File: src/rtl/lane_scroller_pkg.sv
// Shared game constants and the lane FSM state type.
package lane_scroller_pkg;

  typedef enum logic [2:0] {
    IDLE,
    WAIT_TICK,
    REQ,
    WAIT_DONE,
    UPDATE
  } lane_state_t;

  localparam logic [7:0] DEFAULT_LANE_X = 8'd40;
  localparam logic [8:0] SCREEN_Y_LIMIT = 9'd240;

  // Evaluated 10 bits wide so y + step cannot overflow before the compare.
  function automatic logic step_wraps(input logic [8:0] y,
                                      input logic [8:0] step,
                                      input logic [8:0] limit);
    return ({1'b0, y} + {1'b0, step}) >= {1'b0, limit};
  endfunction

endpackage

File: src/rtl/lane_scroller_ticker.sv
// Frame divider: counts 0..FRAME_DIV-1 while enabled, held at 0 otherwise.
module frame_ticker #(
  parameter logic [19:0] FRAME_DIV = 20'd833333
) (
  input  logic clock,
  input  logic reset,
  input  logic enable,
  output logic tick
);

  logic [19:0] count;

  always_ff @(posedge clock) begin
    if (!reset || !enable) begin
      count <= '0;
    end else if (count == FRAME_DIV - 20'd1) begin
      count <= '0;
    end else begin
      count <= count + 20'd1;
    end
  end

  assign tick = enable && (count == FRAME_DIV - 20'd1);

endmodule

File: src/rtl/lane_scroller.sv
// One rhythm-game lane: scrolls a note down once per frame, handshakes redraws, scores hits/misses.
module lane_scroller
  import lane_scroller_pkg::*;
#(
  parameter logic [7:0]  LANE_X    = DEFAULT_LANE_X,
  parameter logic [8:0]  Y_LIMIT   = SCREEN_Y_LIMIT,
  parameter logic [8:0]  STEP      = 9'd4,
  parameter logic [8:0]  HIT_Y_LO  = 9'd200,
  parameter logic [19:0] FRAME_DIV = 20'd833333
) (
  input  logic       clock,
  input  logic       reset,
  input  logic       start,
  input  logic       all_done,
  input  logic       hit,
  output logic       startdraw,
  output logic [7:0] draw_x,
  output logic [8:0] draw_y,
  output logic [7:0] erase_x,
  output logic [8:0] erase_y,
  output logic       note_hit,
  output logic       note_missed
);

  lane_state_t state, next_state;
  logic        tick;
  logic        hit_pending;
  logic        hit_accept;
  logic        wraps;

  frame_ticker #(.FRAME_DIV(FRAME_DIV)) u_ticker (
    .clock  (clock),
    .reset  (reset),
    .enable (state != IDLE),
    .tick   (tick)
  );

  always_ff @(posedge clock) begin
    if (!reset) state <= IDLE;
    else        state <= next_state;
  end

  always_comb begin
    next_state = state;
    startdraw  = 1'b0;
    case (state)
      IDLE:      if (start) next_state = WAIT_TICK;
      WAIT_TICK: begin
        if (!start)    next_state = IDLE;
        else if (tick) next_state = REQ;
      end
      REQ: begin
        startdraw  = 1'b1;
        next_state = WAIT_DONE;
      end
      WAIT_DONE: begin
        startdraw = 1'b1;
        if (all_done) next_state = UPDATE;
      end
      UPDATE:    next_state = WAIT_TICK;
      default:   next_state = IDLE;
    endcase
  end

  assign hit_accept = hit && (state != IDLE) && !hit_pending &&
                      (draw_y >= HIT_Y_LO) && (draw_y < Y_LIMIT);
  assign wraps      = step_wraps(draw_y, STEP, Y_LIMIT);

  // A hit landing in the UPDATE cycle itself is scored and resets the note immediately.
  always_ff @(posedge clock) begin
    if (!reset) begin
      draw_y      <= '0;
      erase_y     <= '0;
      hit_pending <= 1'b0;
      note_hit    <= 1'b0;
      note_missed <= 1'b0;
    end else begin
      note_hit    <= hit_accept;
      note_missed <= 1'b0;
      if (hit_accept) hit_pending <= 1'b1;
      if (state == UPDATE) begin
        erase_y     <= draw_y;
        hit_pending <= 1'b0;
        if (hit_pending || hit_accept) begin
          draw_y <= '0;
        end else if (wraps) begin
          draw_y      <= '0;
          note_missed <= 1'b1;
        end else begin
          draw_y <= draw_y + STEP;
        end
      end
    end
  end

  assign draw_x  = LANE_X;
  assign erase_x = LANE_X;

endmodule

File: config.mk
export PLATFORM = sky130hd
export DESIGN_NAME = lane_scroller
export DESIGN_NICKNAME = d
export VERILOG_FILES = /design/src/rtl/lane_scroller_pkg.sv /design/src/rtl/lane_scroller_ticker.sv /design/src/rtl/lane_scroller.sv
export SDC_FILE = /design/constraint.sdc
export NUM_CORES = 1
export LEC_CHECK = 0
export ABC_CLOCK_PERIOD_IN_PS = 1750
export BUFFER_PORTS_ARGS = -buffer_cell sky130_fd_sc_hd__buf_2
export CORE_ASPECT_RATIO = 1.4
export CORE_UTILIZATION = 48
export DETAILED_ROUTE_END_ITERATION = 10
export PLACE_DENSITY = 0.72
export REMOVE_ABC_BUFFERS = 1
export SETUP_SLACK_MARGIN = 0.1
export SLEW_MARGIN = 40
export SYNTH_ARGS = -nofsm -noshare
export SYNTH_HDL_FRONTEND = slang
export SYNTH_SLANG_ARGS = --single-unit
File: constraint.sdc
create_clock -name clock -period 1.75 [get_ports clock]
set_input_delay 0.0875 -clock clock [delete_from_list [all_inputs] [get_ports clock]]
set_output_delay 0.0875 -clock clock [all_outputs]
set_load 0.02 [all_outputs]
==> flow_metrics.env <==
export IMPL_rows=27
export IMPL_worstReg2RegStart="u_ticker.count[7]"
export IMPL_cts_tree="built"
export IMPL_yosysTopAreaCellShare=0.406
export IMPL_synth_area_leader_cell="dfxtp_1"
export IMPL_die_x_um=56.2
export IMPL_antenna_found_initial=0
export IMPL_start_util=0.500
export IMPL_ys_flop_type="dfxtp_1"
export IMPL_whs_path_depth=2
export IMPL_path_class="reg -> reg"
export IMPL_holdPathEnd="state[2]"
export IMPL_pwr_share_comb=0.062
export IMPL_holdBufCountCts=0
export IMPL_power_per_cell_area_nw_per_um2=647
export IMPL_clock_sinks=40
export IMPL_synth_avg_cell_area_um2=8.66
export IMPL_synth_area_leaders="dfxtp_1 41%, buf_4 7.6%, xor2_1 5.8%"
export IMPL_maxSlewViolCount=0
export IMPL_end_kind="register"
export IMPL_gr_total_overflow=0
export IMPL_synthArstFlopShare=0
export IMPL_p_int_uw=1370
export IMPL_track_usage=0.208
export IMPL_r2r_slack_ns=-0.12
export IMPL_routedWlPerCell_um=14.0
export IMPL_port_buffers=21
export IMPL_cts_buffers=5
export IMPL_hold_viol=0
export IMPL_finClkSkew_ns=0.00608
export IMPL_regArea_um2=811
export IMPL_ys_seq_area_frac=0.406
export IMPL_multi_input_area_um2=1230
export IMPL_dp_hpwl_um=2880
export IMPL_cp_buffers_inverters=2
export IMPL_place_inst=319
export IMPL_grt_pass1_vias=1632
export IMPL_synth_edf_count=0
export IMPL_synth_cell_type_count=49
export IMPL_clk_pin_slew_ns=0.08
export IMPL_swShare=0.222
export IMPL_cap_violations=0
export IMPL_diodes=0
export IMPL_gp_congestion=0.886
export IMPL_ys_seq_elements=40
export IMPL_p_clk_frac=0.418
export IMPL_rsz0062_at_grt="yes"
export IMPL_crit_fanout=5
export IMPL_vias=1740
export IMPL_p_switching_uw=392
export IMPL_fill_cells=288
export IMPL_chipHeight_um=77.9
export IMPL_cts_max_path_buffers=2
export IMPL_fmax_mhz=535
export IMPL_crit_slowest_cell="or4_4"
export IMPL_dieArea_um2=4380
export IMPL_layout_setup_ws_ns=-0.118
export IMPL_clk_root_buffer_cell="clkbuf_8"
export IMPL_holdCritStartpoint="all_done"
export IMPL_pin_count=42
export IMPL_pwr_share_seq=0.520
export IMPL_max_slew_margin_rel=0.540
export IMPL_worst_slew_pin_slew_ns=0.687
export IMPL_r2r_end="u_ticker.count[8]"
export IMPL_ant_nets=0
export IMPL_area_growth_syn_to_layout_pct=38.1
export IMPL_netlist_instances=228
export IMPL_ir_drop_uv=808
export IMPL_r2r_cells=7
export IMPL_min_path_type="in -> reg"
export IMPL_critPathMaxStageDelay_ns=0.51
export IMPL_yosysWarningCount=0
export IMPL_first_pass_iters=4
export IMPL_crit_chain="nor4b_2 -> nand3_1 -> or4_4 -> nand3b_1 -> buf_6 -> clkbuf_16 -> nor2_1"
export IMPL_violations="setup timing"
export IMPL_coreArea_um2=3950
export IMPL_setup_viol=23
export IMPL_viasPerCell=5.19
export IMPL_layout_min_cycle_time_ns=1.87
export IMPL_startpoint_type="register"
export IMPL_drc=0
export IMPL_arrival_ns=2.06
export IMPL_grt_pass1_wl_um=7020
export IMPL_layout_drive_gt1_share=0.363
export IMPL_final_cell_count_no_fill=335
export IMPL_dp_slack_ns=-0.174
export IMPL_drt_iter0_drc=68
export IMPL_p_total_uw=1760
export IMPL_status="finished with violations"
export IMPL_worstPathRequired_ns=1.94
export IMPL_crit_family="simple AND/OR/NAND/NOR gates"
export IMPL_min_period_over_period=1.07
export IMPL_grt_start_max_net_pins=16
export IMPL_routed_wl_um=4680
export IMPL_total_leakage_power_uw=0.00114
export IMPL_ctsHtreeMaxLevel=2
export IMPL_final_nets=300
export IMPL_clk_latency_ns=0.30
export IMPL_syn_cell_area_um2=1970
## power groups by stage
stage / registers (uW) / logic, uW / clock network (uW)
global placement: 938 / 84.2 / 0
CTS: 917 / 101 / 762
floorplan: 938 / 59.2 / 0
detailed placement: 938 / 85.9 / 0
finish: 916 / 110 / 737
global route: 916 / 118 / 796
## through the flow
stage	utilization	instance area, um^2	hold slack, ns	TNS, ns
after floorplan	-	1860	0.216	-5.62
after global placement	0.581	2300	0.380	-0.930
after detailed placement	0.582	2300	0.383	-1.65
after CTS	0.644	2540	0.0686	-0.980
after global routing	0.690	2730	0.0833	-4.23
final	0.690	2730	0.0736	-2.16
## cells in the final DEF, fill, tap and decap left out, drive strengths merged, types with 2 or more instances in the layout
cell type  count
clkbuf         7
nor2b          2
nand3b         3
inv            6
buf           63
nor4           4
nand3         12
nand2b         3
nand4          5
a21boi         2
nor3b          2
and2           2
a21o           2
or4            2
a2111oi        2
nor2          30
xnor2          6
dfxtp         40
nand2         23
conb          20
a22o           7
nor3           6
xor2          13
ha             4
nor4b          2
o21ai          4
## flip-flops by register name, indices dropped and copies added (netlist names)
signal and count:
hit_pending 1, draw_y 7, state 3, note_missed 1, u_ticker.count 20, erase_y 7
note_hit 1
## Yosys cell counts, drive strengths merged, types with 4 or more instances
master / count
dfxtp: 40
nor2: 30
buf: 25
nand2: 23
xor2: 13
nand3: 12
a22o: 7
inv: 6
nor3: 6
xnor2: 6
nand4: 5
ha: 4
nor4: 4
o21ai: 4
## per-layer routing
| metal | vias to the layer above | track usage | routed length, um |
|---|---|---|---|
| li1 | 871 | - | - |
| met1 | 829 | 0.202 | 1800 |
| met2 | 30 | 0.399 | 2640 |
| met3 | 10 | 0.0483 | 127 |
| met4 | 0 | 0.100 | 112 |
| met5 | - | 0 | 0 |
## what timing repair did
item | CTS | global route
resized for setup | 25 | 22
pin swaps | 9 | 15
gates cloned | 1 | 1
setup endpoints to repair | 28 | 30
buffers inserted | 4 | 2
## worst max path at each step
| stage | start | to | slack (ns) | cells after the start |
|---|---|---|---|---|
| after floorplan | draw_y[3] | draw_y[5] | -0.25 | 6 |
| after global placement | draw_y[8] | draw_y[6] | -0.13 | 5 |
| after detailed placement | draw_y[8] | draw_y[6] | -0.17 | 5 |
| after CTS | u_ticker.count[0] | u_ticker.count[2] | -0.06 | 9 |
| after global routing | u_ticker.count[0] | u_ticker.count[11] | -0.19 | 9 |
| final | u_ticker.count[7] | u_ticker.count[8] | -0.12 | 7 |
## cell families (layout without fill, tap and decap cells)
logic type / Yosys count / in the layout / share of synthesized area
buffers and inverters: 32 / 78 / 0.102
DFF: 40 / 40 / 0.406
AOI/OAI and AO/OA: 27 / 27 / 0.107
adders and majority gates: 4 / 4 / 0.0253
other: 2 / 20 / 0.00380
xor gates and xnor gates: 19 / 19 / 0.0843
and+or+nand+nor: 104 / 104 / 0.272
## layout make-up
class                           count  share of cell area
Clock buffer                        6              0.0266
Tap cell                           43              0.0197
Clock inverter                      2              0.0128
Sequential cell                    40               0.297
Multi-Input combinational cell    174               0.453
Timing Repair Buffer               64               0.183
Inverter                            6             0.00826
Note: power is estimated with default switching activity, not from simulation.
